==> src/rtl/jtag_user_regs.sv <==
`default_nettype none
// ============================================================================
//  Module      : jtag_user_regs
//  Description : Addressed read/write register bank behind a BSCANE2 USER
//                chain. TAP pins are oversampled in the clk_p domain.
//  Revision    : 1.0 - initial release
// ============================================================================
module jtag_user_regs #(
    parameter int                DATA_W  = 16,
    parameter int                ADDR_W  = 4,
    parameter int                NREGS   = 8,
    parameter logic [DATA_W-1:0] RST_VAL = '0
) (
    input  logic                    clk_p,
    input  logic                    rst,
    input  logic                    jtag_tck,
    input  logic                    jtag_tdi,
    input  logic                    jtag_sel,
    input  logic                    jtag_capture,
    input  logic                    jtag_shift,
    input  logic                    jtag_update,
    input  logic                    jtag_reset,
    output logic                    jtag_tdo,
    input  logic [DATA_W-1:0]       i_stat,
    output logic [NREGS*DATA_W-1:0] o_regs,
    output logic                    o_wr_stb,
    output logic [ADDR_W-1:0]       o_wr_addr,
    output logic                    o_frame_err
);

    localparam int L     = 1 + ADDR_W + DATA_W;
    localparam int CNT_W = $clog2(L + 2);
    localparam logic [CNT_W-1:0] CNT_FULL = CNT_W'(L);
    localparam logic [CNT_W-1:0] CNT_SAT  = CNT_W'(L + 1);

    localparam int B_TCK = 0;
    localparam int B_TDI = 1;
    localparam int B_SEL = 2;
    localparam int B_CAP = 3;
    localparam int B_SHF = 4;
    localparam int B_UPD = 5;
    localparam int B_RST = 6;

    logic [6:0]        pins_w;
    logic [6:0]        sync1_q;
    logic [6:0]        sync2_q;
    logic              tck_dly_q;
    logic              upd_dly_q;
    logic              tck_rise_w;
    logic              upd_rise_w;

    logic [L-1:0]      sr_q,      sr_d;
    logic [CNT_W-1:0]  cnt_q,     cnt_d;
    logic [ADDR_W-1:0] rd_ptr_q,  rd_ptr_d;
    logic              err_q,     err_d;
    logic              stb_q,     stb_d;
    logic [ADDR_W-1:0] wr_addr_q, wr_addr_d;
    logic              tdo_q;
    logic [DATA_W-1:0] regs_q [NREGS];
    logic [DATA_W-1:0] regs_d [NREGS];

    logic [DATA_W-1:0] rd_val_w;
    logic [DATA_W-1:0] sr_data_w;
    logic [ADDR_W-1:0] sr_addr_w;
    logic              sr_wr_w;

    assign pins_w = {jtag_reset, jtag_update, jtag_shift, jtag_capture,
                     jtag_sel, jtag_tdi, jtag_tck};

    // Edges come from the synchronised level against its one-cycle-old copy.
    assign tck_rise_w = sync2_q[B_TCK] & ~tck_dly_q;
    assign upd_rise_w = sync2_q[B_UPD] & ~upd_dly_q;

    assign sr_data_w = sr_q[DATA_W-1:0];
    assign sr_addr_w = sr_q[DATA_W+ADDR_W-1:DATA_W];
    assign sr_wr_w   = sr_q[L-1];

    always_comb begin
        rd_val_w = '0;
        if (rd_ptr_q == '0) begin
            rd_val_w = i_stat;
        end
        for (int k = 0; k < NREGS; k++) begin
            if (rd_ptr_q == ADDR_W'(k + 1)) begin
                rd_val_w = regs_q[k];
            end
        end
    end

    always_comb begin
        sr_d      = sr_q;
        cnt_d     = cnt_q;
        rd_ptr_d  = rd_ptr_q;
        err_d     = err_q;
        stb_d     = 1'b0;
        wr_addr_d = wr_addr_q;
        for (int k = 0; k < NREGS; k++) begin
            regs_d[k] = regs_q[k];
        end

        if (sync2_q[B_RST]) begin
            sr_d     = '0;
            cnt_d    = '0;
            rd_ptr_d = '0;
            err_d    = 1'b0;
        end else if (sync2_q[B_SEL]) begin
            if (upd_rise_w) begin
                if (cnt_q != CNT_FULL) begin
                    err_d = 1'b1;
                end else begin
                    rd_ptr_d = sr_addr_w;
                    // Address 0 and addresses past the bank never match here,
                    // so such writes fall away without a strobe.
                    for (int k = 0; k < NREGS; k++) begin
                        if (sr_wr_w && (sr_addr_w == ADDR_W'(k + 1))) begin
                            regs_d[k] = sr_data_w;
                            stb_d     = 1'b1;
                            wr_addr_d = sr_addr_w;
                        end
                    end
                end
                cnt_d = '0;
            end else if (tck_rise_w) begin
                if (sync2_q[B_CAP]) begin
                    sr_d  = {1'b0, rd_ptr_q, rd_val_w};
                    cnt_d = '0;
                end else if (sync2_q[B_SHF]) begin
                    sr_d = {sync2_q[B_TDI], sr_q[L-1:1]};
                    if (cnt_q != CNT_SAT) begin
                        cnt_d = cnt_q + 1'b1;
                    end
                end
            end
        end
    end

    always_ff @(posedge clk_p) begin
        if (rst) begin
            sync1_q   <= '0;
            sync2_q   <= '0;
            tck_dly_q <= 1'b0;
            upd_dly_q <= 1'b0;
            sr_q      <= '0;
            cnt_q     <= '0;
            rd_ptr_q  <= '0;
            err_q     <= 1'b0;
            stb_q     <= 1'b0;
            wr_addr_q <= '0;
            tdo_q     <= 1'b0;
            for (int k = 0; k < NREGS; k++) begin
                regs_q[k] <= RST_VAL;
            end
        end else begin
            sync1_q   <= pins_w;
            sync2_q   <= sync1_q;
            tck_dly_q <= sync2_q[B_TCK];
            upd_dly_q <= sync2_q[B_UPD];
            sr_q      <= sr_d;
            cnt_q     <= cnt_d;
            rd_ptr_q  <= rd_ptr_d;
            err_q     <= err_d;
            stb_q     <= stb_d;
            wr_addr_q <= wr_addr_d;
            tdo_q     <= sr_q[0];
            for (int k = 0; k < NREGS; k++) begin
                regs_q[k] <= regs_d[k];
            end
        end
    end

    generate
        for (genvar g = 0; g < NREGS; g++) begin : g_regs_out
            assign o_regs[g*DATA_W +: DATA_W] = regs_q[g];
        end
    endgenerate

    assign jtag_tdo    = tdo_q;
    assign o_wr_stb    = stb_q;
    assign o_wr_addr   = wr_addr_q;
    assign o_frame_err = err_q;

endmodule
`default_nettype wire

==> config.mk <==
export PLATFORM = sky130hd
export DESIGN_NAME = jtag_user_regs
export DESIGN_NICKNAME = d
export VERILOG_FILES = /design/src/rtl/jtag_user_regs.sv
export SDC_FILE = /design/constraint.sdc
export NUM_CORES = 1
export LEC_CHECK = 0
export ABC_AREA = 1
export CAP_MARGIN = 20
export CORE_MARGIN = 2
export CORE_UTILIZATION = 60
export DETAILED_ROUTE_END_ITERATION = 16
export DONT_BUFFER_PORTS = 1
export PLACE_DENSITY = 0.77
export REMOVE_ABC_BUFFERS = 1
export SETUP_SLACK_MARGIN = 0.15
export SKIP_LAST_GASP = 1
export SLEW_MARGIN = 40
export SYNTH_ARGS = -nofsm -noshare
export SYNTH_HDL_FRONTEND = slang
export SYNTH_SLANG_ARGS = --single-unit
export TNS_END_PERCENT = 100
==> constraint.sdc <==
create_clock -name clk_p -period 3.9 [get_ports clk_p]
set_input_delay 0.78 -clock clk_p [delete_from_list [all_inputs] [get_ports clk_p]]
set_output_delay 0.78 -clock clk_p [all_outputs]
set_load 0.01 [all_outputs]
# After elaboration in Yosys (flattened, before gate mapping)
# Memories as Yosys holds them, arrays and structs flattened.
# Index checks and enable logic that the tools add are counted.
# W data, S select, Z words.
# totals
regBits,53
mem_bits_rw,128
in_bits,25
out_inout_bits,135
wordCells,123
mem_count,1
# memory_table
memory,words,word_bits,rd,rd_ports_with_merged_regs,write_ports,line,source
regs_q,8,16,8,0,8,59,logic [DATA_W-1:0] regs_q [NREGS];
# op_classes
addsub,1
n_eq_ne,18
muxes,55
bitwise_logic,16
reduce_logical,21
# ops
operator,count
$mux W128,4
$mux W16,25
$mux W21,2
$eq A4 B3 Y1 const B,8
$mux W4,8
$mux W5,5
$eq A4 B2 Y1 const B,4
$mux W1,11
$ne A5 B5 Y1 const B,2
$eq A4 B1 Y1 const B,2
$eq A4 B4 Y1 const B,2
$logic_and A1 B1 Y1,8
$or A1 B1 Y1,8
$reduce_and A4 Y1,2
$reduce_bool A8 Y1,1
$not A1 Y1,6
$reduce_and A3 Y1,2
$reduce_bool A3 Y1,2
$add A5 B1 Y5 const B,1
$reduce_and A5 Y1,1
$reduce_or A5 Y1,1
$logic_not A4 Y1,1
$reduce_bool A2 Y1,2
$and A1 B1 Y1,2
$reduce_or A2 Y1,1

# Depth between registers and ports, before layout
# logic_depth
ltp_word,11
ltp_mapped,12
ltp_nobuf,11

# Worst setup path before layout
# No wires, ideal clock.
# synth_path
kind,register to register
start,register cnt_q[1]
end,memory regs_q[2][6] (netlist: regs_q[0][38])
setup_ps,113
arrival_time_ps,1660
required_ps,3787
path_slack_ps,2127
stages_incl_launch_ff,11
n_path_buf,1
cell_sequence,dfxtp_1 -> inv_1 -> ha_1 -> nand4_1 -> nor2_4 -> nand2_4 -> nor4_4 -> nand3_1 -> clkbuf_1 -> nor2_1 -> nor2_1
# synth_lines
item,line,source
from (decl),53,"logic [CNT_W-1:0] cnt_q, cnt_d;"
from (signal assigned),159,cnt_q <= cnt_d;
to (decl),59,

==> run metrics <==
post-synthesis register bit count=181; area leader, netlist=dfxtp_1; Layout area overhead=6.902%; max-cap violations=0; share of layout cells above drive strength 1=5.410%; Setup TNS Final=0 ns; synthesized cell area=0.008066 mm²; # diodes=0; flop-to-flop setup slack=1.34 ns; max-slew violations=0; RSZ-0062 raised after global routing=no; Seq/Total Area, Yosys=44.92%; met1 Use GR=between 40% and 50%; Vias/cell=approximately 5.6; Setup-failing EPs final=0; H-tree Lvls=4; Worst setup SP type=register; largest net degree at the start of global routing=78; reg-to-reg startpoint=cnt_q[0]; first-pass GRT wire length=36,020 µm; Post-synth top cells=nand2_1, dfxtp_1, nor2_1; die width=about 120 µm; Post-DP HPWL=between 15,000 and 20,000 µm; area of the multi-input gates=approximately 0.0035 mm²; Post-CTS Setup Repair Bufs=0; grt ovf=0; Setup Skew=just over 0.009 ns; DRT iter0 DRCs=861; post-route ant nets=0; FILL cells=roughly 1,200; EDFF count, synth=0; crit path time final=roughly 2.6 ns; Final Cycle Share=roughly two thirds; crit end category=register; die height=120.0 µm; ys async rst share=0%; M3 GR Usage=10.60%; Crit path required time=4.27 ns; Ports=160; post_cts resized=0; DRT Pass-1 Iters=6; capture point of the worst reg-to-reg path=regs_q[1][12]; TritonCTS clock tree=yes; Crit path arrival time=2.93 ns; Clock Tree Root=clkbuf_16; post-synth cell types=26; initial antenna violation count=0; Seq. cell area=0.003623 mm²; num rows=42; actual slew at the worst max-slew pin=0.8142 ns; Reg2Reg Depth=9; status=complete, no violations; Yosys Warn Count=0; worst setup path class=reg2reg; count leader, synth=nand2_1; worst min path class=reg2reg; Post-CTS Hold Buffers=0; clock insertion delay at the later pin of the skew report=about 0.44 ns; DIE AREA=0.01439 mm²; f_max=390.9 MHz; Clock Tree Buf Depth=2; Worst Setup SP=cnt_q[0]; non-filler cells, final=1,359; GR Util All Layers=roughly 32%; DR WL/cell=16.93 µm; CTS sink cnt=181; VDD IR max=0.0003063 V; global-route track usage on met2=49.68%; total CTS buffers=17; placed cell count=1,327; Post-layout nets=between 1,000 and 1,500; Initial Util=61.16%; Primary FF master, synth=dfxtp_1; DRC=0; routability cong.=approximately 0.87; crit path to=regs_q[1][12]; core outline area=0.01319 mm²; Synth top area share=44.92%; PwrDens=~410 mW/mm²; Worst-path clk slew=0.07 ns; Final Hold Vio Count=0; Static Leakage=between 3 and 4 nW; Total Wirelength=23,010 µm; Avg Cell Area, Syn=6.623 µm²; Cells after Synth=around 1,200; Via Count=7,563; Synth area leaders=dfxtp_1, nand2_1, a21oi_1; Slew HR=45.72%; GRT busiest layer=met2; crit-path max FO=17; vias in the first global route=6,713; PortBufs=0
-- layer usage --
metal  up-vias  wire length (µm)
li1       3706                 -
met1      3435              9631
met2       376             10210
met3        46              2614
met4         0               558
met5         -                 0
-- worst max-delay path, cell delays in order (launching register included) --
cell and delay, ns:
dfxtp_1 0.40, ha_1 0.17, nand4_1 0.16, nor2_4 0.27
nand2_4 0.11, inv_1 0.20, nand3_2 0.45, inv_2 0.48
nand2_1 0.10, a21oi_1 0.16
-- cells in the final DEF, fill, tap and decap left out, types with 2 or more instances in the layout --
| cell type | count |
|---|---|
| dfxtp_1 | 181 |
| nand3_2 | 3 |
| buf_4 | 12 |
| nor2_1 | 169 |
| o21ai_0 | 86 |
| a31oi_1 | 4 |
| nand4_1 | 20 |
| clkbuf_16 | 17 |
| nor3_1 | 17 |
| nand2_2 | 4 |
| clkinvlp_4 | 3 |
| nand3_1 | 55 |
| nor2_4 | 2 |
| ha_1 | 3 |
| inv_1 | 153 |
| nand2_1 | 296 |
| nor2_2 | 4 |
| a21oi_1 | 128 |
| clkinv_2 | 5 |
| clkbuf_1 | 3 |
| clkbuf_8 | 3 |
| inv_2 | 7 |
-- flip-flops by register name (all words and copies together) (netlist names) --
signal,cells
sync2_q,7
tck_dly_q,1
jtag_tdo,1
regs_q,128
o_frame_err,1
o_wr_stb,1
cnt_q,5
rd_ptr_q,4
upd_dly_q,1
sync1_q,7
o_wr_addr,4
sr_q,21
-- through the flow --
step           power (mW)  hold slack, ns  utilization (%)  area (µm²)  worst slack (ns)
2_1_floorplan       1.954          0.3883                -        7735             1.748
3_3_place_gp        1.979          0.3896            61.03        8050             1.435
3_5_place_dp        1.981          0.3967            61.15        8065             1.414
4_1_cts             3.578          0.4000            65.36        8621             1.404
5_1_grt             3.674          0.3975            65.38        8623             1.104
6_report            3.574          0.3990            65.38        8623             1.342
-- cells by family after synthesis --
family | Yosys count | synth area share [%]
flops | 181 | 44.92
simple gates | 575 | 29.33
fa+ha+maj | 3 | 0.4654
buf+inv | 240 | 11.60
compound gates | 219 | 13.68
-- worst min path at each step --
stage                           from            to  slack (ns)  depth (start not counted)
after floorplan           sync1_q[0]    sync2_q[0]        0.39                          2
after global placement    sync1_q[4]    sync2_q[4]        0.39                          2
after detailed placement  sync1_q[6]    sync2_q[6]        0.40                          2
after CTS                        rst  regs_q[1][3]        0.40                          1
after global routing             rst    sync2_q[2]        0.40                          1
final                     sync1_q[2]    sync2_q[2]        0.40                          2
-- power by group --
| part | total, mW | switching (mW) | internal, mW |
|---|---|---|---|
| clock network | 1.63 | 0.709 | 0.924 |
| registers | 1.86 | 0.00496 | 1.86 |
| logic | 0.0802 | 0.0569 | 0.0233 |
| total | 3.57 | 0.771 | 2.80 |
-- area by class of cell --
| class | count | share of cell area [%] |
|---|---|---|
| clock buffer | 23 | 5.543 |
| clock inverter | 9 | 0.8996 |
| inverter | 161 | 7.008 |
| multi-input combinational | 797 | 40.93 |
| sequential | 181 | 42.02 |
| tap | 176 | 2.554 |
| timing repair buffer | 12 | 1.045 |
No activity file was read; power rests on OpenSTA's default activity.
